### config.mk
export PLATFORM = sky130hd
export DESIGN_NAME = toggle_evt_decoder_flat
export DESIGN_NICKNAME = d
export VERILOG_FILES = /design/src/rtl/evt_link_pkg.sv /design/src/rtl/toggle_evt_decoder_if.sv /design/src/rtl/toggle_edge_detect.sv /design/src/rtl/toggle_evt_decoder.sv /design/src/flat_wrapper.sv
export SDC_FILE = /design/constraint.sdc
export NUM_CORES = 1
export LEC_CHECK = 0
export CORE_AREA = 5 5 42 44
export DETAILED_ROUTE_END_ITERATION = 7
export DIE_AREA = 0 0 47 49
export SLEW_MARGIN = 10
export SYNTH_ARGS = -nofsm -noshare
export SYNTH_HDL_FRONTEND = slang
export SYNTH_SLANG_ARGS = --single-unit
### constraint.sdc
create_clock -name clk -period 2.3 [get_ports clk]
set_clock_uncertainty 0.1 [all_clocks]
set_input_delay 0.23 -clock clk [delete_from_list [all_inputs] [get_ports clk]]
set_output_delay 0.23 -clock clk [all_outputs]
set_load 0.005 [all_outputs]
### src/rtl/evt_link_pkg.sv
// Shared definitions for the toggle-encoded event link: default synchroniser
// depth, counter width helper and the pending-counter update encoding.
package evt_link_pkg;

    localparam int DEFAULT_SYNC_STAGES = 2;

    typedef enum logic [1:0] {
        CNT_HOLD = 2'd0,
        CNT_INC  = 2'd1,
        CNT_DEC  = 2'd2,
        CNT_DROP = 2'd3
    } cnt_op_e;

    // Bits needed to represent every value in 0..max_val.
    function automatic int cnt_width(input int max_val);
        int w;
        w = 1;
        while ((1 << w) <= max_val) begin
            w = w + 1;
        end
        return w;
    endfunction

endpackage

### src/rtl/toggle_evt_decoder_if.sv
// Consumer-side event handshake and status bundle of the toggle event decoder.
interface toggle_evt_decoder_if
    import evt_link_pkg::*;
#(
    parameter int MAX_PENDING = 7
);
    localparam int CW = cnt_width(MAX_PENDING);

    logic          evt_valid;
    logic          evt_ready;
    logic [CW-1:0] pending_cnt;
    logic          overflow;
    logic          overflow_clr;

    modport master (
        output evt_valid,
        output pending_cnt,
        output overflow,
        input  evt_ready,
        input  overflow_clr
    );

    modport slave (
        input  evt_valid,
        input  pending_cnt,
        input  overflow,
        output evt_ready,
        output overflow_clr
    );

endinterface

### src/rtl/toggle_edge_detect.sv
// Synchronises the asynchronous toggle line and flags one cycle per transition.
module toggle_edge_detect
    import evt_link_pkg::*;
#(
    parameter int SYNC_STAGES = DEFAULT_SYNC_STAGES
) (
    input  logic clk,
    input  logic sync_reset,
    input  logic tgl_in,
    output logic detect
);

    logic [SYNC_STAGES-1:0] sync_q;
    logic [SYNC_STAGES-1:0] sync_d;
    logic                   hist_q;
    logic                   hist_d;

    // Shift the raw line through the chain; history trails the last stage.
    always_comb begin
        sync_d = {sync_q[SYNC_STAGES-2:0], tgl_in};
        hist_d = sync_q[SYNC_STAGES-1];
    end

    // Chain and history reset to 0, so a high line at release reads as one event.
    always_ff @(posedge clk) begin
        if (sync_reset) begin
            sync_q <= '0;
            hist_q <= 1'b0;
        end else begin
            sync_q <= sync_d;
            hist_q <= hist_d;
        end
    end

    assign detect = sync_q[SYNC_STAGES-1] ^ hist_q;

endmodule

### src/rtl/toggle_evt_decoder.sv
// Receive end of the toggle event link: queues recovered events in a saturating
// counter, hands them out on valid/ready and echoes an acknowledge toggle.
module toggle_evt_decoder
    import evt_link_pkg::*;
#(
    parameter int SYNC_STAGES = DEFAULT_SYNC_STAGES,
    parameter int MAX_PENDING = 7
) (
    input  logic                  clk,
    input  logic                  sync_reset,
    input  logic                  tgl_in,
    output logic                  ack_tgl,
    toggle_evt_decoder_if.master  evt_if
);

    localparam int            CW      = cnt_width(MAX_PENDING);
    localparam logic [CW-1:0] CNT_MAX = CW'(MAX_PENDING);

    logic          detect_s;
    logic          accept_s;
    cnt_op_e       op_s;
    logic [CW-1:0] cnt_q;
    logic [CW-1:0] cnt_d;
    logic          ovf_q;
    logic          ovf_d;
    logic          ack_q;
    logic          ack_d;

    toggle_edge_detect #(
        .SYNC_STAGES (SYNC_STAGES)
    ) u_edge (
        .clk        (clk),
        .sync_reset (sync_reset),
        .tgl_in     (tgl_in),
        .detect     (detect_s)
    );

    assign accept_s = evt_if.evt_valid & evt_if.evt_ready;

    // Classify the edge, then derive counter, sticky drop flag and ack toggle.
    always_comb begin
        op_s  = CNT_HOLD;
        cnt_d = cnt_q;
        ovf_d = ovf_q;
        ack_d = ack_q ^ accept_s;

        case ({detect_s, accept_s})
            2'b10:   op_s = (cnt_q == CNT_MAX) ? CNT_DROP : CNT_INC;
            2'b01:   op_s = CNT_DEC;
            default: op_s = CNT_HOLD;
        endcase

        case (op_s)
            CNT_INC:  cnt_d = cnt_q + {{(CW-1){1'b0}}, 1'b1};
            CNT_DEC:  cnt_d = cnt_q - {{(CW-1){1'b0}}, 1'b1};
            CNT_DROP: cnt_d = cnt_q;
            default:  cnt_d = cnt_q;
        endcase

        // A drop in the same cycle as a clear keeps the flag set.
        if (op_s == CNT_DROP) begin
            ovf_d = 1'b1;
        end else if (evt_if.overflow_clr) begin
            ovf_d = 1'b0;
        end else begin
            ovf_d = ovf_q;
        end
    end

    // State registers; reset discards queued events without flipping the ack.
    always_ff @(posedge clk) begin
        if (sync_reset) begin
            cnt_q <= '0;
            ovf_q <= 1'b0;
            ack_q <= 1'b0;
        end else begin
            cnt_q <= cnt_d;
            ovf_q <= ovf_d;
            ack_q <= ack_d;
        end
    end

    assign evt_if.pending_cnt = cnt_q;
    assign evt_if.evt_valid   = (cnt_q != '0);
    assign evt_if.overflow    = ovf_q;
    assign ack_tgl            = ack_q;

endmodule

### src/flat_wrapper.sv
// flat-port wrapper written by rule: the top's interface ports become plain ports
module toggle_evt_decoder_flat import evt_link_pkg::*;
#(
    parameter int SYNC_STAGES = DEFAULT_SYNC_STAGES,
    parameter int MAX_PENDING = 7
)
  (clk, sync_reset, tgl_in, ack_tgl, evt_if_evt_valid, evt_if_pending_cnt, evt_if_overflow, evt_if_evt_ready, evt_if_overflow_clr);
  toggle_evt_decoder_if #(.MAX_PENDING(MAX_PENDING)) evt_if_i ();
  input  logic clk;
  input  logic sync_reset;
  input  logic tgl_in;
  output logic ack_tgl;
  output wire logic [$bits(evt_if_i.evt_valid)-1:0] evt_if_evt_valid;
  output wire logic [$bits(evt_if_i.pending_cnt)-1:0] evt_if_pending_cnt;
  output wire logic [$bits(evt_if_i.overflow)-1:0] evt_if_overflow;
  input wire logic [$bits(evt_if_i.evt_ready)-1:0] evt_if_evt_ready;
  input wire logic [$bits(evt_if_i.overflow_clr)-1:0] evt_if_overflow_clr;
  assign evt_if_evt_valid = evt_if_i.evt_valid;
  assign evt_if_pending_cnt = evt_if_i.pending_cnt;
  assign evt_if_overflow = evt_if_i.overflow;
  assign evt_if_i.evt_ready = evt_if_evt_ready;
  assign evt_if_i.overflow_clr = evt_if_overflow_clr;
  toggle_evt_decoder #(.SYNC_STAGES(SYNC_STAGES), .MAX_PENDING(MAX_PENDING)) u_core (.clk(clk), .sync_reset(sync_reset), .tgl_in(tgl_in), .ack_tgl(ack_tgl), .evt_if(evt_if_i));
endmodule
# After elaboration in Yosys (flattened, before gate mapping)
# Index checks and enable logic that the tools add are counted.
# totals
inputBits,5
reg_bits,8
word_cells,24
out_inout_bits,6
# op_classes
add_sub_neg,2
mux,5
n_bitwise,3
n_eq_ne,6
n_reduce_logical,3
# ops
op,n
$eq A2 B2 Y1 const B,3
$pmux W3 S2,1
$eq A2 B1 Y1 const B,2
$pmux W2 S2,1
$reduce_bool A2 Y1,2
$add A3 B1 Y3 const B,1
$eq A3 B3 Y1 const B,1
$reduce_bool A3 Y1,1
$sub A3 B1 Y3 const B,1
$mux W1,2
$mux W2,1
$xor A1 B1 Y1,2
$and A1 B1 Y1,1

# Depth between registers and ports, before layout
# logic_depth
depth_word,6
depth_mapped,8
depth_no_buf,8

# Cells and area by module
# A second synthesis with hierarchy kept.
# unflattened
hier_cells,40
area_unflattened_um2,399.1
# modules_own_cells
mod,area_per_inst_um2,seq_area_each_um2,instances,cells_per_inst
toggle_evt_decoder,311.5,100.1,1,33
toggle_edge_detect,87.6,60.1,1,7

# Worst setup path before layout
# OpenSTA, ideal clock, no wires.
# synth_timing
path_kind,register to register
from,register u_core.cnt_q[1] (netlist: u_core.evt_if.pending_cnt[1])
to,register u_core.cnt_q[2] (netlist: u_core.evt_if.pending_cnt[2])
path_stages_with_launch,9
setup_ns,0.116
synth_period_minus_slack_ns,1.955
slack_ns,0.345
t_arrival_ns,1.739
path_cell_list,dfxtp_1 o31ai_4 inv_1 ha_1 a41oi_1 nor2_1 ha_1 a21oi_1 a31o_2
# synth_between
elab_chain_len,6
# synth_rtl
item,line,text
"start, declared",toggle_evt_decoder.sv:22,logic [CW-1:0] cnt_q;
"start signal, assigned",toggle_evt_decoder.sv:77,cnt_q <= cnt_d;
$reduce_bool A3 Y1,toggle_evt_decoder.sv:84,assign evt_if.evt_valid = (cnt_q != '0);
$and A1 B1 Y1,toggle_evt_decoder.sv:38,assign accept_s = evt_if.evt_valid & evt_if.evt_ready;
$eq A2 B1 Y1 / $eq A2 B2 Y1 (equally long branches),toggle_evt_decoder.sv:47,"case ({detect_s, accept_s})"
$pmux W2 S2,toggle_evt_decoder.sv:47,
$eq A2 B2 Y1 / $eq A2 B1 Y1 (equally long branches),toggle_evt_decoder.sv:53,case (op_s)
$pmux W3 S2 / $reduce_bool A2 Y1 (equally long branches),-,
# Several ways; a longest one is shown, not always the timed one.
# A chain may end at the register's enable or synchronous reset.

# Worst setup path in the final report
# Same ends and word-level chain as after synthesis.

==> qor.txt <==
Reg2reg setup slack: 0.23 ns
Final Max Tran Viols: 0
Chip width: 47 microns
Post-synthesis average cell area: 9.86 sq um
Vias: 298
CTS Sinks: 8
Core area: 1400 sq um
Initial antenna violation count: 0
Setup TNS: 0 ns
Critical-path top delay cell: dfxtp_1
Post-CTS Setup Inserts: 0
Sequential area share after synthesis: 39.6%
Max_slew headroom: 80.3%
DP Wirelength: 518 microns
DR WL met3: 71 microns
Mapped cell area: 404 sq um
Final-report hold violation count: 0
Die ar.: 2300 sq um
Top sig layer: met4
GPL Wtd Cong: 0.723
IO Port Bufs: 10
Setup violations, final: 0
Share of flip-flops with an asynchronous set or reset: 0%
Critical Path Start Type: flop
Number of remaining DRC errors: 0
Worst Setup End Kind: flop
CTS root buffer: clkbuf_4
Inserted Clock Buffers: 3
Placement Setup Slack: 0.0722 ns
Drt pass-1 iters: 3
Top cell by count, worst path: ha_1
Worst-Margin Slew: 0.294 ns
Syn_nets: 51
I/O Pins: 11
Pleak: 0.224 nW
CP peak stage delay: 0.37 ns
Met1 WL: 275 microns
Layout cells sized above 1: 11.3%
Final core occ: 38.7%
Met2 routed WL: 316 microns
Max Root-Sink Buffers: 2
Crit-path cells: o31ai_4 -> inv_1 -> ha_1 -> a41oi_1 -> nor2_1 -> ha_1 -> a21oi_1 -> a31o_2
Synth Flop Type: dfxtp_1
Max cap viols: 0
Row count: 14
Arr. time, crit path: 2.11 ns
Final WS setup: 0.231 ns
Cell count after synthesis: 41
Worst Path Required: 2.34 ns
GRT overflow: 0
Reg clk slew, reported paths: 0.05 ns
Vias per cell: 4.32
Overall Global Routing Usage: 6.93%
Max Clk Rate: 0.483 GHz
Final worst path period share: 89.9%
Peak VDD IR: 352 uV
Die height: 49 microns
HP Class: flop to flop
Post-cts resize count: 0
Area growth, synth to finish: 34.1%
Clock Latency Late Sink: 0.25 ns
Wirelength per Cell: 9.78 microns
First-pass GRT wire length: 1010 microns
Largest net degree at the start of global routing: 10
Worst Path Max Fanout: 6
Power Dens Cells: 706 nW/um^2
# diodes: 0
Hold Buf Count CTS: 0
Setup CP Type: flop to flop
H-tree levels: 1
Fin crit period: 2.07 ns
Vias in the first global route: 245
Post-synth EDFFs: 0
DRT Wirelength: 675 microns
Register bit total from synthesis: 8
RSZ-0062 raised after global routing: false
Yosys warning count: 0
CTS tree: built
Post-synth cell types: 16
Nets: 65
Outcome: finished clean
Starting DRT DRC Count: 2
Routed Antenna Nets: 0
Starting Density: 28.8%
==> state kept, by name (all words and copies together) (netlist names) <==
signal	count
u_core.ack_tgl	1
u_core.evt_if.pending_cnt	3
u_core.evt_if.overflow	1
u_core.u_edge.sync_q	2
u_core.u_edge.hist_q	1
==> cell usage after synthesis, types with 2 or more instances <==
library cell / instances / area share (%)
ha_1: 4 / 12
inv_1: 6 / 5.6
xnor2_1: 2 / 4.3
nor2_1: 6 / 5.6
xor2_1: 2 / 4.3
nor2b_1: 3 / 4.6
dfxtp_1: 8 / 40
a21oi_1: 2 / 2.5
==> area by class of cell <==
cell class              instances  area [sq um]
clock buffers                   3          22.5
fillers                       155           860
inverters                       6          22.5
multi-input cells              26           216
flip-flops and latches          8           160
well taps                      16          20.0
repair buffers                 10           100
==> worst max-delay path, delay by kind of cell (launching register included) <==
| kind | cells | cell delay, ns |
|---|---|---|
| compound gates | 4 | 0.77 |
| fa+ha+maj | 2 | 0.57 |
| buf+inv | 1 | 0.10 |
| flops | 1 | 0.37 |
| simple gates | 1 | 0.06 |
==> cells by family after synthesis <==
logic type	Yosys count	synth area share, %
AO/OA/AOI/OAI	6	13.9
XOR/XNOR	4	8.67
adder cells (fa/ha/maj)	5	17.3
buffers and inverters	7	6.81
flip-flops	8	39.6
AND/OR/NAND/NOR	11	13.6
==> stage by stage <==
step                instances  total power [mW]  area [sq um]  hold slack (ns)
floorplan                  41             0.232           404            0.258
finish                     69             0.383           542            0.335
CTS                        69             0.393           542            0.342
detailed placement         66             0.281           519            0.329
global route               69             0.415           542            0.361
global placement           66             0.279           519            0.318
==> final timing paths <==
check	cells past startpoint	startpoint	to
setup / recovery	8	u_core.evt_if.pending_cnt[1]	u_core.evt_if.pending_cnt[2]
hold / removal	1	u_core.u_edge.sync_q[0]	u_core.u_edge.sync_q[1]
setup reg to reg	8	u_core.evt_if.pending_cnt[1]	u_core.evt_if.pending_cnt[2]
hold reg to reg	1	u_core.u_edge.sync_q[0]	u_core.u_edge.sync_q[1]
==> report_power, final <==
group	switching (mW)	total, mW	internal, mW
clock network	0.0472	0.107	0.0597
logic	0.0426	0.108	0.0652
registers	0.0167	0.168	0.151
total	0.107	0.383	0.276
==> placed cells by master, fill, tap and decap left out <==
cell type / instances
xor2_1: 2
clkdlybuf4s50_1: 10
xnor2_1: 2
or3_2: 1
a41oi_1: 1
fa_1: 1
o31ai_4: 1
nand2b_1: 1
ha_1: 4
a31o_2: 1
nor2_1: 6
a211oi_1: 1
inv_1: 6
a21oi_1: 2
clkbuf_4: 3
dfxtp_1: 8
nor2b_1: 3
==> metal layers <==
metal	up-vias	GRT usage (%)
met2	10	8.37
li1	155	-
met5	-	0
met3	2	6.64
met4	0	5.53
met1	131	6.89
(Power assumes the default switching activity.)
